$ cat config.mk
export PLATFORM = sky130hd
export DESIGN_NAME = mem_ctrl
export DESIGN_NICKNAME = d
export VERILOG_FILES = /design/src/rtl/mem_ctrl_pkg.sv /design/src/rtl/mem_ctrl.sv
export SDC_FILE = /design/constraint.sdc
export NUM_CORES = 1
export LEC_CHECK = 0
export BUFFER_PORTS_ARGS = -buffer_cell sky130_fd_sc_hd__buf_4
export CAP_MARGIN = 30
export CORE_AREA = 2 2 117 119
export CTS_BUF_LIST = sky130_fd_sc_hd__clkbuf_8
export DETAILED_ROUTE_END_ITERATION = 10
export DIE_AREA = 0 0 119 121
export PLACE_DENSITY = 0.82
export SYNTH_ARGS = -nofsm -noshare
export SYNTH_HDL_FRONTEND = slang
export SYNTH_SLANG_ARGS = --single-unit
$ cat constraint.sdc
create_clock -name clk -period 2.7 [get_ports clk]
set_clock_uncertainty 0.1 [all_clocks]
set_input_delay 0.405 -clock clk [delete_from_list [all_inputs] [get_ports clk]]
set_output_delay 0.405 -clock clk [all_outputs]
set_load 0.02 [all_outputs]
$ cat src/rtl/mem_ctrl_pkg.sv
// Shared encodings for the byte-serial memory controller: access size codes,
// controller states and the beat-count helper.
package mem_ctrl_pkg;

  typedef enum logic [1:0] {
    CNF_NONE = 2'd0,
    CNF_B    = 2'd1,
    CNF_H    = 2'd2,
    CNF_W    = 2'd3
  } cnf_e;

  typedef enum logic [1:0] {
    ST_IDLE  = 2'd0,
    ST_DATA  = 2'd1,
    ST_FETCH = 2'd2
  } state_e;

  // Instruction fetches are always full 32-bit words.
  localparam logic [1:0] FETCH_LAST_BEAT = 2'd3;

  // Index of the final byte beat for a data access of the given size.
  function automatic logic [1:0] last_beat(input logic [1:0] cnf);
    case (cnf)
      CNF_B:   return 2'd0;
      CNF_H:   return 2'd1;
      default: return 2'd3;
    endcase
  endfunction

endpackage

$ cat src/rtl/mem_ctrl.sv
// Byte-serial controller between the core (fetch + MEM-stage ports) and an
// 8-bit RAM; data port has priority, words are assembled little-endian.
import mem_ctrl_pkg::*;

module mem_ctrl #(
  parameter int ADDR_W = 32,
  parameter int RD_LAT = 1
) (
  input  logic              clk,
  input  logic              rst,
  input  logic              if_req,
  input  logic [ADDR_W-1:0] if_addr,
  input  logic              if_flush,
  output logic              if_ready,
  output logic [31:0]       if_inst,
  input  logic [ADDR_W-1:0] addr_mem,
  input  logic              wr_mem,
  input  logic [31:0]       data_mem,
  input  logic [1:0]        cnf_mem,
  output logic              addr_needed,
  output logic              mem_working,
  output logic              mem_available,
  output logic [31:0]       data_in,
  output logic [ADDR_W-1:0] ram_a,
  output logic              ram_wr,
  output logic [7:0]        ram_dout,
  input  logic [7:0]        ram_din
);

  if (RD_LAT != 1) begin : g_rd_lat_check
    $error("mem_ctrl only supports RD_LAT == 1");
  end

  state_e            state_q, state_d;
  logic [1:0]        k_q, k_d;
  logic [1:0]        last_q, last_d;
  logic [ADDR_W-1:0] base_q, base_d;
  logic              wr_q, wr_d;
  logic [31:0]       wdata_q, wdata_d;
  logic              mem_available_q, mem_available_d;
  logic              if_ready_q, if_ready_d;
  logic              cap_valid_q, cap_valid_d;
  logic              cap_fetch_q, cap_fetch_d;
  logic [1:0]        cap_idx_q, cap_idx_d;
  logic [31:0]       data_q, data_d;
  logic [31:0]       inst_q, inst_d;

  always_comb begin
    state_d         = state_q;
    k_d             = k_q;
    last_d          = last_q;
    base_d          = base_q;
    wr_d            = wr_q;
    wdata_d         = wdata_q;
    mem_available_d = 1'b0;
    if_ready_d      = 1'b0;
    cap_valid_d     = 1'b0;
    cap_fetch_d     = 1'b0;
    cap_idx_d       = k_q;
    data_d          = data_q;
    inst_d          = inst_q;

    // The byte addressed last cycle arrives now; a new accept below clears the word afterwards.
    if (cap_valid_q) begin
      if (cap_fetch_q) inst_d[{cap_idx_q, 3'b000} +: 8] = ram_din;
      else             data_d[{cap_idx_q, 3'b000} +: 8] = ram_din;
    end

    unique case (state_q)
      ST_IDLE: begin
        if (cnf_mem != CNF_NONE) begin
          state_d = ST_DATA;
          k_d     = 2'd0;
          last_d  = last_beat(cnf_mem);
          base_d  = addr_mem;
          wr_d    = wr_mem;
          wdata_d = data_mem;
          data_d  = '0;
        end else if (if_req && !if_flush) begin
          state_d = ST_FETCH;
          k_d     = 2'd0;
          last_d  = FETCH_LAST_BEAT;
          base_d  = if_addr;
          wr_d    = 1'b0;
          inst_d  = '0;
        end
      end
      ST_DATA: begin
        cap_valid_d = !wr_q;
        if (k_q == last_q) begin
          state_d         = ST_IDLE;
          mem_available_d = 1'b1;
        end else begin
          k_d = k_q + 2'd1;
        end
      end
      ST_FETCH: begin
        if (if_flush) begin
          state_d = ST_IDLE;
        end else begin
          cap_valid_d = 1'b1;
          cap_fetch_d = 1'b1;
          if (k_q == last_q) begin
            state_d    = ST_IDLE;
            if_ready_d = 1'b1;
          end else begin
            k_d = k_q + 2'd1;
          end
        end
      end
      default: state_d = ST_IDLE;
    endcase
  end

  always_ff @(posedge clk) begin
    if (!rst) begin
      state_q         <= ST_IDLE;
      k_q             <= '0;
      last_q          <= '0;
      base_q          <= '0;
      wr_q            <= 1'b0;
      wdata_q         <= '0;
      mem_available_q <= 1'b0;
      if_ready_q      <= 1'b0;
      cap_valid_q     <= 1'b0;
      cap_fetch_q     <= 1'b0;
      cap_idx_q       <= '0;
      data_q          <= '0;
      inst_q          <= '0;
    end else begin
      state_q         <= state_d;
      k_q             <= k_d;
      last_q          <= last_d;
      base_q          <= base_d;
      wr_q            <= wr_d;
      wdata_q         <= wdata_d;
      mem_available_q <= mem_available_d;
      if_ready_q      <= if_ready_d;
      cap_valid_q     <= cap_valid_d;
      cap_fetch_q     <= cap_fetch_d;
      cap_idx_q       <= cap_idx_d;
      data_q          <= data_d;
      inst_q          <= inst_d;
    end
  end

  // Pulse cycles are IDLE cycles, so no beat is driven while a completion is reported.
  assign ram_a         = (state_q != ST_IDLE) ? base_q + ADDR_W'(k_q) : '0;
  assign ram_wr        = (state_q == ST_DATA) && wr_q;
  assign ram_dout      = ((state_q == ST_DATA) && wr_q) ? wdata_q[{k_q, 3'b000} +: 8] : 8'h00;
  assign mem_working   = (state_q == ST_DATA);
  assign addr_needed   = (state_q == ST_IDLE) && rst;
  assign mem_available = mem_available_q;
  assign if_ready      = if_ready_q;

  // The final byte only reaches the RAM data pins in the pulse cycle; forward it so the word is complete there.
  always_comb begin
    data_in = data_q;
    if_inst = inst_q;
    if (cap_valid_q) begin
      if (cap_fetch_q) if_inst[{cap_idx_q, 3'b000} +: 8] = ram_din;
      else             data_in[{cap_idx_q, 3'b000} +: 8] = ram_din;
    end
  end

endmodule

==> impl_results.md <==
* Result of the run: finished, violations left
* Violated checks: setup timing
* Pin count of the biggest net entering global routing at 68
* Setup ws final at -0.343 ns
* Synth top cells by count: sky130_fd_sc_hd__nand2_1, sky130_fd_sc_hd__dfxtp_1, sky130_fd_sc_hd__a21oi_1
* Post-DP HPWL at 14.4 mm
* M3 GR Usage at 0.0705
* Path class of the lowest-slack min-delay path: input port to flop
* Hold Violations, Final at 0
* Routed length per placed instance at 16.8 µm
* Total core area at 13,100 µm²
* Number of unique standard cell types used by synthesis at 46
* Floorplan die width at 119 µm
* GRT Total Usage at 0.287
* Area share of the largest cell type after synthesis at 0.411
* Total Power at 5.12 mW
* Top FF cell, synth: sky130_fd_sc_hd__dfxtp_1
* Synth-to-Final Area Change at 42.6%
* Number of DRC violations after detailed-routing iteration 0 at 579
* Initial antenna violation count at 0
* Final setup violation count at 21
* Detailed-route via count at 7,085
* Crit Path Category: flop to primary output
* Number of synthesis warnings at 0
* Area enclosed by the die boundary at 14,400 µm²
* Unrepaired setup endpoints after global routing: true
* Number of enable flip-flop cells after synthesis at 0
* Arrival time of the worst setup path at 2.54 ns
* Synthesized Nets at 965
* Wire length of the first global-routing pass at 32.9 mm
* Met2 layer usage reported by global route at 0.489
* Transition time of the tightest slew-check pin at 0.654 ns
* P_leak at 4.12 nW
* Via/cell ratio at 5.58
* DR DRC count at 0
* Critical path launch point type: flop
* Worst IR Drop VDD at 0.359 mV
* Critical path data required time at 2.19 ns
* Upper clock frequency limit at 329 MHz
* Most repeated cell in the gate-level netlist after synthesis: sky130_fd_sc_hd__nand2_1
* Most area-consuming cells after synthesis: sky130_fd_sc_hd__dfxtp_1, sky130_fd_sc_hd__nand2_1, sky130_fd_sc_hd__a21oi_1
* Synth Cell Area at 6870 µm²
* Final cycle utilization of the critical path at 1.13
* TritonRoute pass-1 iters at 5
* Final critical path time including I/O delays and setup at 3.04 ns
* Global routing's busiest layer: met2
* Initial cell density of the core at 0.525
* Number of placement rows at 42
* Number of synthesized register bits at 141
* Clock tree root buffer cell: sky130_fd_sc_hd__clkbuf_8
* Synthesized area divided by synthesized cell count at 8.17 µm²
* TritonCTS clock tree: built
* Number of nets with antenna violations after detailed routing at 0
* Worst relative slew slack at 0.563
* Synth async-reset ratio at 0
* Final cell count without fillers at 1,270
* I/O pins at 220
* Met1 Resource Use GR at 0.337
* Hold_buf cts at 0
* Ant. Diodes at 0
* Post-Synthesis Cells at 840
* Total wirelength of the detailed-routed design at 21.3 mm
* Worst Path Max Fanout at 5
* Category of the worst setup path capture point: primary output
* Placement Cell Area at 8910 µm²
* Number of maximum-capacitance violations at 0
* Dominant cell type by area after synthesis: sky130_fd_sc_hd__dfxtp_1
* Placer Congestion at 0.908
* Maximum root-to-sink buffer count at 2
* Maximum level of the CTS H-tree at 4
* Count of nets after finishing at 1,206
* Area of all placed cells without fillers at 9790 µm²
* Clock buffers created by TritonCTS at 17
* Via count of the first global-routing pass at 6,719
* Final Max Tran Viols at 0
* Vertical die dimension at 121 µm
* Clock-pin slew of the registers on the worst-case setup and hold paths at 0.08 ns
* Share of post-route cells with drive strength above 1 at 0.344
* Sequential element share of the synthesized area at 0.411
* Overflow left after global routing at 0
* Dpl cells at 1,223
* Layout fillers at 966
* Clock sink total at 141
* Latest clock arrival within the worst-skew pair at 0.46 ns
* Number of buffer cells added on primary ports at 219
* Power Dens Cells at 523 nW/µm²
* Setup WS pre-CTS at -0.00973 ns
[logic make-up after synthesis]
group,Yosys count,share of synthesized area
fa+ha+maj,14,0.0266
simple gates,382,0.272
compound gates,182,0.161
flops,141,0.411
mux,42,0.0762
buf+inv,67,0.0379
xor+xnor,12,0.0153
[report_power, final]
part / internal, mW / total (mW) / switching, mW / leakage [nW]
registers: 2.19 / 2.28 / 0.0895 / 1.16
clock network: 1.07 / 1.87 / 0.801 / 0.235
logic: 0.435 / 0.962 / 0.526 / 2.73
total: 3.70 / 5.12 / 1.42 / 4.12
[metal layers]
| metal | vias to the layer above | wire length, µm |
|---|---|---|
| li1 | 3416 | - |
| met1 | 3281 | 8530 |
| met2 | 318 | 10300 |
| met3 | 70 | 1600 |
| met4 | 0 | 843 |
| met5 | - | 0 |
[area by class of cell]
cell class                      count  area [µm²]  area share
Inverter                           13        48.8     0.00499
Sequential cell                   141        2840       0.290
Multi-Input combinational cell    633        4080       0.417
Clock inverter                     12         169      0.0173
Clock buffer                       20         275      0.0281
Tap cell                          176         220      0.0225
Timing Repair Buffer              275        2160       0.221
[timing repair]
item	CTS	global route
setup buffers	11	3
endpoints found under the setup margin	59	74
cloned	2	1
pin swaps	28	12
gates resized for setup	40	59
[cells in the final DEF (no fill, tap or decap), types with 4 or more instances in the layout]
cell,instances
sky130_fd_sc_hd__nor2b_1,54
sky130_fd_sc_hd__a21oi_2,6
sky130_fd_sc_hd__xor2_1,5
sky130_fd_sc_hd__mux4_2,8
sky130_fd_sc_hd__a21oi_1,63
sky130_fd_sc_hd__nand4_1,10
sky130_fd_sc_hd__or4_1,7
sky130_fd_sc_hd__dfxtp_2,8
sky130_fd_sc_hd__clkbuf_8,20
sky130_fd_sc_hd__ha_1,8
sky130_fd_sc_hd__o21ai_1,20
sky130_fd_sc_hd__o21ai_2,5
sky130_fd_sc_hd__a22o_1,16
sky130_fd_sc_hd__buf_6,15
sky130_fd_sc_hd__a211oi_1,35
sky130_fd_sc_hd__or4_4,4
sky130_fd_sc_hd__o21ai_0,20
sky130_fd_sc_hd__nand3_1,26
sky130_fd_sc_hd__bufinv_16,4
sky130_fd_sc_hd__xnor2_1,6
sky130_fd_sc_hd__and3_1,4
sky130_fd_sc_hd__inv_1,12
sky130_fd_sc_hd__nand2_1,166
sky130_fd_sc_hd__or3_1,9
sky130_fd_sc_hd__nor2_1,48
sky130_fd_sc_hd__buf_4,257
sky130_fd_sc_hd__o31ai_1,9
sky130_fd_sc_hd__nand3_2,6
sky130_fd_sc_hd__and2_1,17
sky130_fd_sc_hd__mux2i_1,32
sky130_fd_sc_hd__nand2b_1,5
sky130_fd_sc_hd__dfxtp_1,132
[state kept, by name, indices dropped and copies added, names as in the netlist]
signal,cells
base_q,32
state_q,2
inst_q,32
wdata_q,32
cap_idx_q,2
wr_q,1
mem_available,1
last_q,2
cap_valid_q,1
data_q,32
cap_idx_d,2
if_ready,1
cap_fetch_q,1
[through the flow]
step	util	hold WS, ns	setup TNS [ns]
finish	0.748	0.0907	-4.93
global route	0.748	0.0862	-6.70
CTS	0.735	0.0702	-3.76
detailed placement	0.681	0.347	-0.0116
global placement	0.681	0.342	0
floorplan	-	0.333	0
[critical path, stage by stage (launching register included)]
cell                      delay [ns]
sky130_fd_sc_hd__dfxtp_4        0.37
sky130_fd_sc_hd__ha_4           0.29
sky130_fd_sc_hd__a21oi_4        0.07
sky130_fd_sc_hd__or4b_4         0.54
sky130_fd_sc_hd__or4_4          0.51
sky130_fd_sc_hd__a21oi_2        0.17
sky130_fd_sc_hd__buf_6          0.13
[worst paths after layout]
path	to	cells past startpoint	slack, ns	startpoint
min	wdata_q[22]	3	0.09	data_mem[22]
max	ram_a[23]	6	-0.34	cap_idx_d[1]
max reg2reg	base_q[2]	7	0.47	state_q[0]
min reg2reg	wdata_q[27]	2	0.36	wdata_q[27]
Note: power is estimated with default switching activity, not from simulation.
